<file path="src/rtl/riscv_pkg.sv">
// Shared defaults and types for the RISC-V integer register file and scoreboard.
package riscv_pkg;

    localparam int XLEN           = 32;
    localparam int NREGS          = 32;
    localparam int REGISTER_PORTS = 4;
    localparam int REG_TAG_W      = 4;
    localparam int AW             = $clog2(NREGS);

    typedef logic [AW-1:0]        reg_addr_t;
    typedef logic [REG_TAG_W-1:0] reg_tag_t;
    typedef logic [XLEN-1:0]      reg_data_t;

    // x0 is hardwired and addresses past the last register do not exist.
    function automatic logic reg_addr_ok(input int addr, input int nregs);
        return (addr != 0) && (addr < nregs);
    endfunction

endpackage

</file>
<file path="src/rtl/riscv_reg_sb_if.sv">
// Issue/writeback/decode bundle of the scoreboarded register file.
interface riscv_reg_sb_if #(
    parameter int XLEN        = riscv_pkg::XLEN,
    parameter int NREGS       = riscv_pkg::NREGS,
    parameter int WRITE_PORTS = 2,
    parameter int LOCK_PORTS  = 2,
    parameter int READ_PORTS  = riscv_pkg::REGISTER_PORTS,
    parameter int TAG_W       = riscv_pkg::REG_TAG_W
);
    localparam int AW = $clog2(NREGS);

    logic [LOCK_PORTS-1:0]                 lock_en;
    logic [LOCK_PORTS-1:0][AW-1:0]         lock_addr;
    logic [LOCK_PORTS-1:0][TAG_W-1:0]      lock_tag;
    logic [WRITE_PORTS-1:0]                write_en;
    logic [WRITE_PORTS-1:0][AW-1:0]        write_addr;
    logic [WRITE_PORTS-1:0][TAG_W-1:0]     write_tag;
    logic [WRITE_PORTS-1:0][XLEN-1:0]      write_data;
    logic [READ_PORTS-1:0][AW-1:0]         read_addr;
    logic [READ_PORTS-1:0][XLEN-1:0]       read_data;
    logic [READ_PORTS-1:0]                 read_locked;
    logic [NREGS-1:0][XLEN-1:0]            register;
    logic [NREGS-1:0]                      register_locked;
    logic [NREGS-1:0][TAG_W-1:0]           register_tag;
    logic                                  write_conflict;

    modport master (
        output lock_en, lock_addr, lock_tag,
        output write_en, write_addr, write_tag, write_data,
        output read_addr,
        input  read_data, read_locked,
        input  register, register_locked, register_tag, write_conflict
    );

    modport slave (
        input  lock_en, lock_addr, lock_tag,
        input  write_en, write_addr, write_tag, write_data,
        input  read_addr,
        output read_data, read_locked,
        output register, register_locked, register_tag, write_conflict
    );

endinterface

</file>
<file path="src/rtl/riscv_reg_sb_read.sv">
// One combinational decode read port. Same-cycle write bypass is built when
// RISCV_REG_BYPASS_EN is defined.
module riscv_reg_sb_read #(
    parameter int XLEN        = riscv_pkg::XLEN,
    parameter int NREGS       = riscv_pkg::NREGS,
    parameter int WRITE_PORTS = 2,
    parameter int TAG_W       = riscv_pkg::REG_TAG_W,
    localparam int AW         = $clog2(NREGS)
) (
    input  logic [AW-1:0]                     read_addr,
    input  logic [NREGS-1:0][XLEN-1:0]        register,
    input  logic [NREGS-1:0]                  register_locked,
`ifdef RISCV_REG_BYPASS_EN
    input  logic [NREGS-1:0][TAG_W-1:0]       register_tag,
    input  logic [WRITE_PORTS-1:0]            write_en,
    input  logic [WRITE_PORTS-1:0][AW-1:0]    write_addr,
    input  logic [WRITE_PORTS-1:0][TAG_W-1:0] write_tag,
    input  logic [WRITE_PORTS-1:0][XLEN-1:0]  write_data,
`endif
    output logic [XLEN-1:0]                   read_data,
    output logic                              read_locked
);
    import riscv_pkg::*;

    always_comb begin
        read_data   = '0;
        read_locked = 1'b0;
        if (reg_addr_ok(int'(read_addr), NREGS)) begin
            read_data   = register[read_addr];
            read_locked = register_locked[read_addr];
`ifdef RISCV_REG_BYPASS_EN
            // Ascending loop so the highest matching write port wins.
            for (int w = 0; w < WRITE_PORTS; w++) begin
                if (write_en[w] && (write_addr[w] == read_addr)) begin
                    read_data   = write_data[w];
                    read_locked = (write_tag[w] == register_tag[read_addr]) ?
                                  1'b0 : register_locked[read_addr];
                end
            end
`endif
        end
    end

endmodule

</file>
<file path="src/rtl/riscv_reg_sb.sv">
// Integer register file with tagged lock scoreboard for issue/writeback.
// Define RISCV_REG_BYPASS_EN to forward same-cycle writes to the read ports.
module riscv_reg_sb #(
    parameter int XLEN        = riscv_pkg::XLEN,
    parameter int NREGS       = riscv_pkg::NREGS,
    parameter int WRITE_PORTS = 2,
    parameter int LOCK_PORTS  = 2,
    parameter int READ_PORTS  = riscv_pkg::REGISTER_PORTS,
    parameter int TAG_W       = riscv_pkg::REG_TAG_W
) (
    input logic           clock,
    input logic           reset,
    riscv_reg_sb_if.slave bus
);
    import riscv_pkg::*;

    logic [NREGS-1:0][XLEN-1:0]  register_d, register_q;
    logic [NREGS-1:0]            locked_d, locked_q;
    logic [NREGS-1:0][TAG_W-1:0] tag_d, tag_q;
    logic                        write_conflict_d, write_conflict_q;

    // Writes first, then locks, so a same-cycle lock beats a lock release.
    // Each write re-evaluates the release from registered state, so the
    // highest port index decides both data and the tag compare.
    always_comb begin
        register_d       = register_q;
        locked_d         = locked_q;
        tag_d            = tag_q;
        write_conflict_d = 1'b0;
        for (int w = 0; w < WRITE_PORTS; w++) begin
            if (bus.write_en[w] && reg_addr_ok(int'(bus.write_addr[w]), NREGS)) begin
                register_d[bus.write_addr[w]] = bus.write_data[w];
                locked_d[bus.write_addr[w]]   = locked_q[bus.write_addr[w]] &&
                    (bus.write_tag[w] != tag_q[bus.write_addr[w]]);
            end
        end
        for (int i = 0; i < WRITE_PORTS; i++) begin
            for (int j = i + 1; j < WRITE_PORTS; j++) begin
                if (bus.write_en[i] && bus.write_en[j] &&
                    (bus.write_addr[i] == bus.write_addr[j]) &&
                    reg_addr_ok(int'(bus.write_addr[i]), NREGS)) begin
                    write_conflict_d = 1'b1;
                end
            end
        end
        for (int l = 0; l < LOCK_PORTS; l++) begin
            if (bus.lock_en[l] && reg_addr_ok(int'(bus.lock_addr[l]), NREGS)) begin
                locked_d[bus.lock_addr[l]] = 1'b1;
                tag_d[bus.lock_addr[l]]    = bus.lock_tag[l];
            end
        end
    end

    always_ff @(posedge clock) begin
        if (reset) begin
            register_q       <= '0;
            locked_q         <= '0;
            tag_q            <= '0;
            write_conflict_q <= 1'b0;
        end else begin
            register_q       <= register_d;
            locked_q         <= locked_d;
            tag_q            <= tag_d;
            write_conflict_q <= write_conflict_d;
        end
    end

    assign bus.register        = register_q;
    assign bus.register_locked = locked_q;
    assign bus.register_tag    = tag_q;
    assign bus.write_conflict  = write_conflict_q;

    for (genvar r = 0; r < READ_PORTS; r++) begin : g_read
        riscv_reg_sb_read #(
            .XLEN        (XLEN),
            .NREGS       (NREGS),
            .WRITE_PORTS (WRITE_PORTS),
            .TAG_W       (TAG_W)
        ) u_read (
            .read_addr       (bus.read_addr[r]),
            .register        (register_q),
            .register_locked (locked_q),
`ifdef RISCV_REG_BYPASS_EN
            .register_tag    (tag_q),
            .write_en        (bus.write_en),
            .write_addr      (bus.write_addr),
            .write_tag       (bus.write_tag),
            .write_data      (bus.write_data),
`endif
            .read_data       (bus.read_data[r]),
            .read_locked     (bus.read_locked[r])
        );
    end

endmodule

</file>
<file path="src/flat_wrapper.sv">
// flat-port wrapper written by rule: the top's interface ports become plain ports
module riscv_reg_sb_flat import riscv_pkg::*;
#(
    parameter int XLEN        = riscv_pkg::XLEN,
    parameter int NREGS       = riscv_pkg::NREGS,
    parameter int WRITE_PORTS = 2,
    parameter int LOCK_PORTS  = 2,
    parameter int READ_PORTS  = riscv_pkg::REGISTER_PORTS,
    parameter int TAG_W       = riscv_pkg::REG_TAG_W
)
  (clock, reset, bus_lock_en, bus_lock_addr, bus_lock_tag, bus_write_en, bus_write_addr, bus_write_tag, bus_write_data, bus_read_addr, bus_read_data, bus_read_locked, bus_register, bus_register_locked, bus_register_tag, bus_write_conflict);
  riscv_reg_sb_if #(.XLEN(XLEN), .NREGS(NREGS), .WRITE_PORTS(WRITE_PORTS), .LOCK_PORTS(LOCK_PORTS), .READ_PORTS(READ_PORTS), .TAG_W(TAG_W)) bus_i ();
  input logic clock;
  input logic reset;
  input wire logic [$bits(bus_i.lock_en)-1:0] bus_lock_en;
  input wire logic [$bits(bus_i.lock_addr)-1:0] bus_lock_addr;
  input wire logic [$bits(bus_i.lock_tag)-1:0] bus_lock_tag;
  input wire logic [$bits(bus_i.write_en)-1:0] bus_write_en;
  input wire logic [$bits(bus_i.write_addr)-1:0] bus_write_addr;
  input wire logic [$bits(bus_i.write_tag)-1:0] bus_write_tag;
  input wire logic [$bits(bus_i.write_data)-1:0] bus_write_data;
  input wire logic [$bits(bus_i.read_addr)-1:0] bus_read_addr;
  output wire logic [$bits(bus_i.read_data)-1:0] bus_read_data;
  output wire logic [$bits(bus_i.read_locked)-1:0] bus_read_locked;
  output wire logic [$bits(bus_i.register)-1:0] bus_register;
  output wire logic [$bits(bus_i.register_locked)-1:0] bus_register_locked;
  output wire logic [$bits(bus_i.register_tag)-1:0] bus_register_tag;
  output wire logic [$bits(bus_i.write_conflict)-1:0] bus_write_conflict;
  assign bus_i.lock_en = bus_lock_en;
  assign bus_i.lock_addr = bus_lock_addr;
  assign bus_i.lock_tag = bus_lock_tag;
  assign bus_i.write_en = bus_write_en;
  assign bus_i.write_addr = bus_write_addr;
  assign bus_i.write_tag = bus_write_tag;
  assign bus_i.write_data = bus_write_data;
  assign bus_i.read_addr = bus_read_addr;
  assign bus_read_data = bus_i.read_data;
  assign bus_read_locked = bus_i.read_locked;
  assign bus_register = bus_i.register;
  assign bus_register_locked = bus_i.register_locked;
  assign bus_register_tag = bus_i.register_tag;
  assign bus_write_conflict = bus_i.write_conflict;
  riscv_reg_sb #(.XLEN(XLEN), .NREGS(NREGS), .WRITE_PORTS(WRITE_PORTS), .LOCK_PORTS(LOCK_PORTS), .READ_PORTS(READ_PORTS), .TAG_W(TAG_W)) u_core (.clock(clock), .reset(reset), .bus(bus_i));
endmodule
</file>
<file path="config.mk">
export PLATFORM = sky130hd
export DESIGN_NAME = riscv_reg_sb_flat
export DESIGN_NICKNAME = d
export VERILOG_FILES = /design/src/rtl/riscv_pkg.sv /design/src/rtl/riscv_reg_sb_if.sv /design/src/rtl/riscv_reg_sb_read.sv /design/src/rtl/riscv_reg_sb.sv /design/src/flat_wrapper.sv
export SDC_FILE = /design/constraint.sdc
export NUM_CORES = 2
export LEC_CHECK = 0
export BUFFER_PORTS_ARGS = -buffer_cell sky130_fd_sc_hd__buf_2
export CAP_MARGIN = 20
export CORE_AREA = 4 4 558 560
export CTS_BUF_LIST = sky130_fd_sc_hd__clkbuf_16
export DETAILED_ROUTE_END_ITERATION = 8
export DIE_AREA = 0 0 562 564
export PLACE_DENSITY = 0.49
export SLEW_MARGIN = 10
export SYNTH_ARGS = -nofsm -noshare
export SYNTH_HDL_FRONTEND = slang
export SYNTH_SLANG_ARGS = --single-unit
</file>
<file path="constraint.sdc">
create_clock -name clock -period 3.1 [get_ports clock]
set_input_delay 0 -clock clock [delete_from_list [all_inputs] [get_ports clock]]
set_output_delay 0 -clock clock [all_outputs]
set_load 0.02 [all_outputs]
</file>
# --- Yosys cells after proc, flatten, opt, wreduce, memory -nomap -nowiden ---
# Index checks and enable logic that the tools add are counted.
classes:
  n_bitwise: 2
  n_lt_le_gt_ge: 12
  shift: 0
  n_addsub: 0
  multipliers: 0
  reduce_logical: 21
  eq_ne: 3
  n_div: 0
  n_mux: 63
ops:
  columns: ["op", "count"]
  rows:
  - ["$bwmux W1024", 2]
  - ["$mux W1024", 2]
  - ["$bmux W32 S5", 4]
  - ["$mux W32", 14]
  - ["$demux W32 S5", 2]
  - ["$bwmux W128", 2]
  - ["$mux W128", 2]
  - ["$bwmux W32", 2]
  - ["$or A32 B32 Y32", 2]
  - ["$lt A5 B6 Y1 const B", 8]
  - ["$bmux W4 S5", 2]
  - ["$demux W4 S5", 2]
  - ["$reduce_bool A5 Y1", 8]
  - ["$bmux W1 S5", 6]
  - ["$demux W1 S5", 4]
  - ["$ge A5 B1 Y1 const B", 4]
  - ["$mux W4", 4]
  - ["$mux W1", 15]
  - ["$logic_and A1 B1 Y1", 13]
  - ["$ne A4 B4 Y1", 2]
  - ["$eq A5 B5 Y1", 1]
word_totals:
  input_bits: 126
  mem_bits_rw: 0
  reg_bits: 1185
  rom_bits: 0
  memories: 0
  latch_bits: 0

# --- Depth between registers and ports, before layout ---
logic_depth:
  ltp_word: 12
  ltp_mapped: 12

# --- Cells and area by module ---
# A second synthesis with hierarchy kept.
hier_totals:
  hier_cells: 9199
  hier_area_um2: 90739.5
modules_own_cells:
  columns: ["module", "seq_area_each_um2", "instances", "cells_per_inst", "area_per_inst_um2"]
  rows:
  - ["riscv_reg_sb", 23722.8, 1, 6463, 55741.0]
  - ["riscv_reg_sb_read", 0.0, 4, 684, 8749.6]

# --- Worst setup path before layout ---
# No wires, ideal clock.
synth_path:
  path_type: "in2reg"
  from: "in bus_write_addr[1]"
  to: "reg u_core.locked_q[13] (netlist: u_core.bus.register_locked[13])"
  t_required_ns: 2.978
  cell_stages: 11
  slack_ns: 0.578
  setup_ns: 0.122
  t_arrival_ns: 2.400
  cell_sequence: "buf_4 buf_6 buf_2 mux2i_1 o22ai_1 or2_2 or4_1 a22oi_2 buf_6 a21oi_1 o32a_1"
synth_between:
  elab_chain_cells: 12
  word_cells_on_any_way: 21
synth_rtl:
  columns: ["element", "line_no", "rtl"]
  rows:
  - ["start, declared", "flat_wrapper.sv:19", "input wire logic [$bits(bus_i.write_addr)-1:0] bus_write_addr;"]
  - ["$lt A5 B6 Y1 (implied by the code) (tied with other cells)", "riscv_reg_sb.sv:33", "locked_d[bus.write_addr[w]] = locked_q[bus.write_addr[w]] &&"]
  - ["$logic_and A1 B1 Y1 or $mux W4 (tied branches)", "riscv_reg_sb.sv:33, riscv_reg_sb.sv:34", null]
  - ["$mux W1 (implied by the code) or $ne A4 B4 Y1 (tied branches)", "riscv_reg_sb.sv:33, riscv_reg_sb.sv:34", null]
  - ["$demux W1 S5 or $logic_and A1 B1 Y1 (tied branches)", null, null]
  - ["$bwmux W32", "riscv_reg_sb.sv:33", null]
  - ["$mux W32 (*)", "riscv_reg_sb.sv:31", "if (bus.write_en[w] && reg_addr_ok(int'(bus.write_addr[w]), NREGS)) begin"]
  - ["$bwmux W32", "riscv_reg_sb.sv:33", null]
  - ["$mux W32 (*)", "riscv_reg_sb.sv:31", null]
  - ["$or A32 B32 Y32 (no source line)", null, null]
  - ["$mux W32 (*)", "riscv_reg_sb.sv:47", "if (bus.lock_en[l] && reg_addr_ok(int'(bus.lock_addr[l]), NREGS)) begin"]
  - ["$or A32 B32 Y32 (no source line)", null, null]
  - ["$mux W32 (*)", "riscv_reg_sb.sv:47", null]
  - ["end signal, assigned", "riscv_reg_sb.sv:62", "locked_q <= locked_d;"]
  - ["end, declared", "riscv_reg_sb.sv:18", "logic [NREGS-1:0] locked_d, locked_q;"]
# Mark *: on every way between the ends. The rest lies on a longest branch, timed or not. The select of a mux whose other input is x is not followed.
# A chain may end at the register's enable or synchronous reset.

# --- Final worst setup path ---
layout_path:
  from: "reg u_core.register_q, in the netlist u_core.bus.register[787]"
  to: "out bus_read_data[115]"
layout_between:
  elab_chain_cells: 3
layout_rtl:
  columns: ["element", "line_no", "rtl"]
  rows:
  - ["start, declared", "riscv_reg_sb.sv:17", "logic [NREGS-1:0][XLEN-1:0] register_d, register_q;"]
  - ["start signal, assigned", "riscv_reg_sb.sv:61", "register_q <= register_d;"]
  - ["$bmux W32 S5", "riscv_reg_sb_read.sv:29", "read_data = register[read_addr];"]
  - ["$mux W32 (implied by the code)", "riscv_reg_sb_read.sv:29", null]
  - ["$mux W32", "riscv_reg_sb_read.sv:28", "if (reg_addr_ok(int'(read_addr), NREGS)) begin"]
  - ["end, declared", "flat_wrapper.sv:23", "output wire logic [$bits(bus_i.read_data)-1:0] bus_read_data;"]
# Every way passes these cells. The select of a mux whose other input is x is not followed.

==> run_summary.xml <==
<?xml version="1.0" encoding="UTF-8"?>
<metrics>
  <group name="outcome">
    <metric name="outcome" unit="">finished, final reports clean</metric>
  </group>
  <group name="logic_synthesis">
    <metric name="synth.cell_area" unit="µm²">88600</metric>
    <metric name="dominantRegCellSynth" unit="">dfxtp_1</metric>
    <metric name="yosys.cell_types.count" unit="">54</metric>
    <metric name="asyncSetResetFlopFracSynth" unit="">0</metric>
    <metric name="seq_area_frac_synth" unit="">0.268</metric>
    <metric name="post_synth_edffs" unit="">0</metric>
    <metric name="synth-warning-count" unit="">0</metric>
    <metric name="syn-instance-count" unit="">8293</metric>
    <metric name="synth.net_count" unit="">8419</metric>
    <metric name="synth.ff_latch_count" unit="">1185</metric>
    <metric name="avgSynthCellArea" unit="µm²">10.7</metric>
  </group>
  <group name="routing">
    <metric name="detail_route.drc_violations" unit="">0</metric>
    <metric name="dr_vias" unit="">91200</metric>
    <metric name="routed_via_density" unit="">6.68</metric>
    <metric name="drt.antenna.violating_nets" unit="">0</metric>
    <metric name="detail_route.first_pass.iterations" unit="">7</metric>
    <metric name="finalWirelength" unit="mm">582</metric>
    <metric name="route.detailed.wl_per_inst" unit="µm">42.7</metric>
    <metric name="first_iter_violations" unit="">13800</metric>
  </group>
  <group name="sta">
    <metric name="tightest_slew" unit="ns">1.20</metric>
    <metric name="relSlewSlack" unit="">0.203</metric>
    <metric name="setup_viol" unit="">0</metric>
    <metric name="period_share" unit="">0.992</metric>
    <metric name="final.min_clock_period" unit="ns">3.07</metric>
    <metric name="hold-worst-slack" unit="ns">0.0899</metric>
    <metric name="report.final.slew_viol_count" unit="">0</metric>
    <metric name="hold_violations" unit="">0</metric>
    <metric name="fmax" unit="GHz">0.325</metric>
    <metric name="worst_clock_skew_on_the_final_layout" unit="ns">0.0364</metric>
  </group>
  <group name="clock_network">
    <metric name="cts.sink_count" unit="">1185</metric>
    <metric name="numCtsBuffers" unit="">158</metric>
    <metric name="tritoncts" unit="">built</metric>
    <metric name="cts.clk_slew.worst_paths" unit="ns">0.06</metric>
    <metric name="cts.repair_timing.setup_buffer_count" unit="">0</metric>
    <metric name="depth_of_the_cts_h_tree" unit="">4</metric>
    <metric name="root_buffer" unit="">clkbuf_16</metric>
    <metric name="clock_tree_buffer_depth" unit="">4</metric>
    <metric name="clk-insertion-delay-late" unit="ns">0.85</metric>
  </group>
  <group name="global_route">
    <metric name="grt-ovfl-total" unit="">0</metric>
    <metric name="via_count_of_the_first_global_routing_pass" unit="">87000</metric>
    <metric name="antenna_found_initial" unit="">50</metric>
    <metric name="grt_max_degree" unit="">166</metric>
    <metric name="first_pass_grt_wire_length" unit="mm">781</metric>
    <metric name="groute.usage.overall" unit="">0.351</metric>
  </group>
  <group name="power">
    <metric name="power.share.combinational" unit="">0.166</metric>
    <metric name="sw_frac_of_total" unit="">0.315</metric>
    <metric name="static-leakage-power" unit="nW">44.0</metric>
    <metric name="finalPower" unit="mW">42.4</metric>
    <metric name="internal" unit="mW">29.0</metric>
    <metric name="worst_ir_drop_vdd" unit="µV">464</metric>
    <metric name="power.sequential.fraction" unit="">0.383</metric>
    <metric name="power.net_switching" unit="mW">13.4</metric>
    <metric name="power.density" unit="nW/µm²">387</metric>
    <metric name="clock_power_share" unit="">0.451</metric>
  </group>
  <group name="die">
    <metric name="die_height" unit="µm">564</metric>
    <metric name="start_util" unit="">0.290</metric>
    <metric name="dieArea" unit="µm²">317000</metric>
    <metric name="core" unit="µm²">306000</metric>
    <metric name="top_level_ports" unit="">1443</metric>
    <metric name="row_count" unit="">203</metric>
    <metric name="fp.dieW" unit="µm">562</metric>
  </group>
  <group name="placed_design">
    <metric name="dp.final_hpwl" unit="mm">409</metric>
    <metric name="gp_congestion" unit="">0.968</metric>
    <metric name="buffer_ports.inserted" unit="">1442</metric>
  </group>
  <group name="run">
    <metric name="max-cap-violations" unit="">0</metric>
  </group>
  <group name="setup_path">
    <metric name="worstPathArrival" unit="ns">3.07</metric>
    <metric name="cp_slowest_stage_delay" unit="ns">0.52</metric>
    <metric name="cp_max_fo" unit="">6</metric>
    <metric name="crit_family" unit="">multiplexers</metric>
    <metric name="critical-path-top-cell-by-count" unit="">mux4_2</metric>
    <metric name="cp_num_buf_inv" unit="">1</metric>
    <metric name="worstPathCellList" unit="">mux4_2 -&gt; mux4_2 -&gt; mux2i_1 -&gt; nor2_1 -&gt; buf_2</metric>
    <metric name="critical_path.startpoint_type" unit="">flip-flop</metric>
    <metric name="setup.worst_path.end_class" unit="">output port</metric>
    <metric name="required" unit="ns">3.10</metric>
    <metric name="critPathKind" unit="">reg2out</metric>
    <metric name="critPathSlowestCell" unit="">mux4_2</metric>
  </group>
  <group name="layout">
    <metric name="layout_common_cells" unit="">buf_2, mux4_2, nor2_1</metric>
    <metric name="num-nets-final" unit="">9535</metric>
    <metric name="finish.utilization" unit="">0.358</metric>
    <metric name="drive_gt1_frac" unit="">0.378</metric>
    <metric name="layout.cells.most_common" unit="">buf_2</metric>
    <metric name="area_growth_from_synthesis_to_final_layout" unit="%">23.5</metric>
    <metric name="nFillCells" unit="">30400</metric>
  </group>
  <group name="hold_path">
    <metric name="hold_path_class" unit="">in2reg</metric>
  </group>
</metrics>
## repair_timing
item                                   in CTS  in global routing
resized for setup                           0                  0
hold buffers                              145                  0
endpoints found under the hold margin    1150                  0
## worst paths after layout
kind	startpoint	endpoint	slack [ns]	depth (start not counted)
worst max-delay path	u_core.bus.register[787]	bus_read_data[115]	0.03	5
worst min-delay path	bus_write_addr[2]	u_core.bus.write_conflict	0.09	5
worst max register to register	u_core.bus.register_tag[88]	u_core.bus.register_locked[13]	0.05	8
worst min register to register	u_core.bus.register_tag[2]	u_core.bus.register_tag[2]	0.50	1
## stage by stage
stage / std cells / instance area (µm²) / setup slack [ns] / TNS, ns
6_report: 13700 / 109000 / 0.0250 / 0
5_1_grt: 13600 / 109000 / -0.00205 / -0.00230
4_1_cts: 13600 / 109000 / 0.0540 / 0
3_5_place_dp: 13200 / 103000 / -0.114 / -1.46
3_3_place_gp: 13200 / 103000 / -0.174 / -2.14
2_1_floorplan: 8293 / 88600 / 0.578 / 0
## power by group through the flow
stage / clock, mW / combinational (mW) / sequential [mW]
floorplan: 0 / 3.69 / 16.5
global placement: 0 / 6.68 / 16.5
detailed placement: 0 / 6.76 / 16.5
CTS: 19.3 / 6.89 / 16.2
global route: 19.8 / 7.21 / 16.2
finish: 19.1 / 7.01 / 16.2
## state kept, by name (all words and copies together), names as in the netlist
register,cells
u_core.bus.write_conflict,1
u_core.bus.register,1024
u_core.bus.register_tag,128
u_core.bus.register_locked,32
## final cells by class
cell class                      count  area (µm²)  area share
Sequential cell                  1185       23700       0.217
Multi-Input combinational cell   5975       61100       0.558
Tap cell                         4100        5130      0.0469
Inverter                            6        22.5    0.000206
Timing Repair Buffer             2083       14300       0.131
Clock inverter                    125        1120      0.0102
Clock buffer                      162        4050      0.0370
Antenna cell                       14        35.0    0.000320
## tightest hold or removal path: cells and delay by family
family                    cells  cell delay [ns]
xor gates and xnor gates      1             0.16
and+or+nand+nor               1             0.09
AOI/OAI and AO/OA             1             0.12
buffers and inverters         2             0.45
## synthesized netlist by cell type, drive strengths merged (3+ instances only)
master / count / area, µm²
or3: 3 / 18.8
nor3: 9 / 55.1
and2: 5 / 31.3
nand2: 433 / 1630
nand4b: 8 / 70.1
mux2i: 1085 / 10900
a41oi: 16 / 140
or4bb: 11 / 124
o32a: 4 / 40.0
nand4: 17 / 106
mux4: 1335 / 30100
dfxtp: 1185 / 23700
nor2: 1289 / 4840
a31oi: 13 / 81.3
o21ai: 17 / 85.1
inv: 6 / 22.5
or4: 14 / 105
or4b: 8 / 80.1
nand3: 332 / 1660
or2: 6 / 37.5
nor4: 8 / 50.1
o22a: 25 / 219
nor3b: 9 / 67.6
a311oi: 296 / 2590
a211oi: 823 / 6180
clkbuf: 906 / 3400
xnor2: 7 / 61.3
a21oi: 50 / 250
and3: 11 / 68.8
nor2b: 47 / 294
and3b: 3 / 26.3
nand3b: 3 / 22.5
o22ai: 64 / 400
nand2b: 6 / 37.5
buf: 221 / 1020
## metal layers
metal | routed length [µm] | track usage
met3 | 76400 | 0.119
met4 | 44500 | 0.221
met1 | 210000 | 0.435
met5 | 230 | 0
met2 | 251000 | 0.525
## logic make-up after synthesis
kind of cell,synth area share
multiplexers,0.462
AND/OR/NAND/NOR,0.105
AO/OA/AOI/OAI,0.114
flip-flops,0.268
buffers and inverters,0.0502
XOR/XNOR,0.000791
Power figures use the tool's default switching activity.
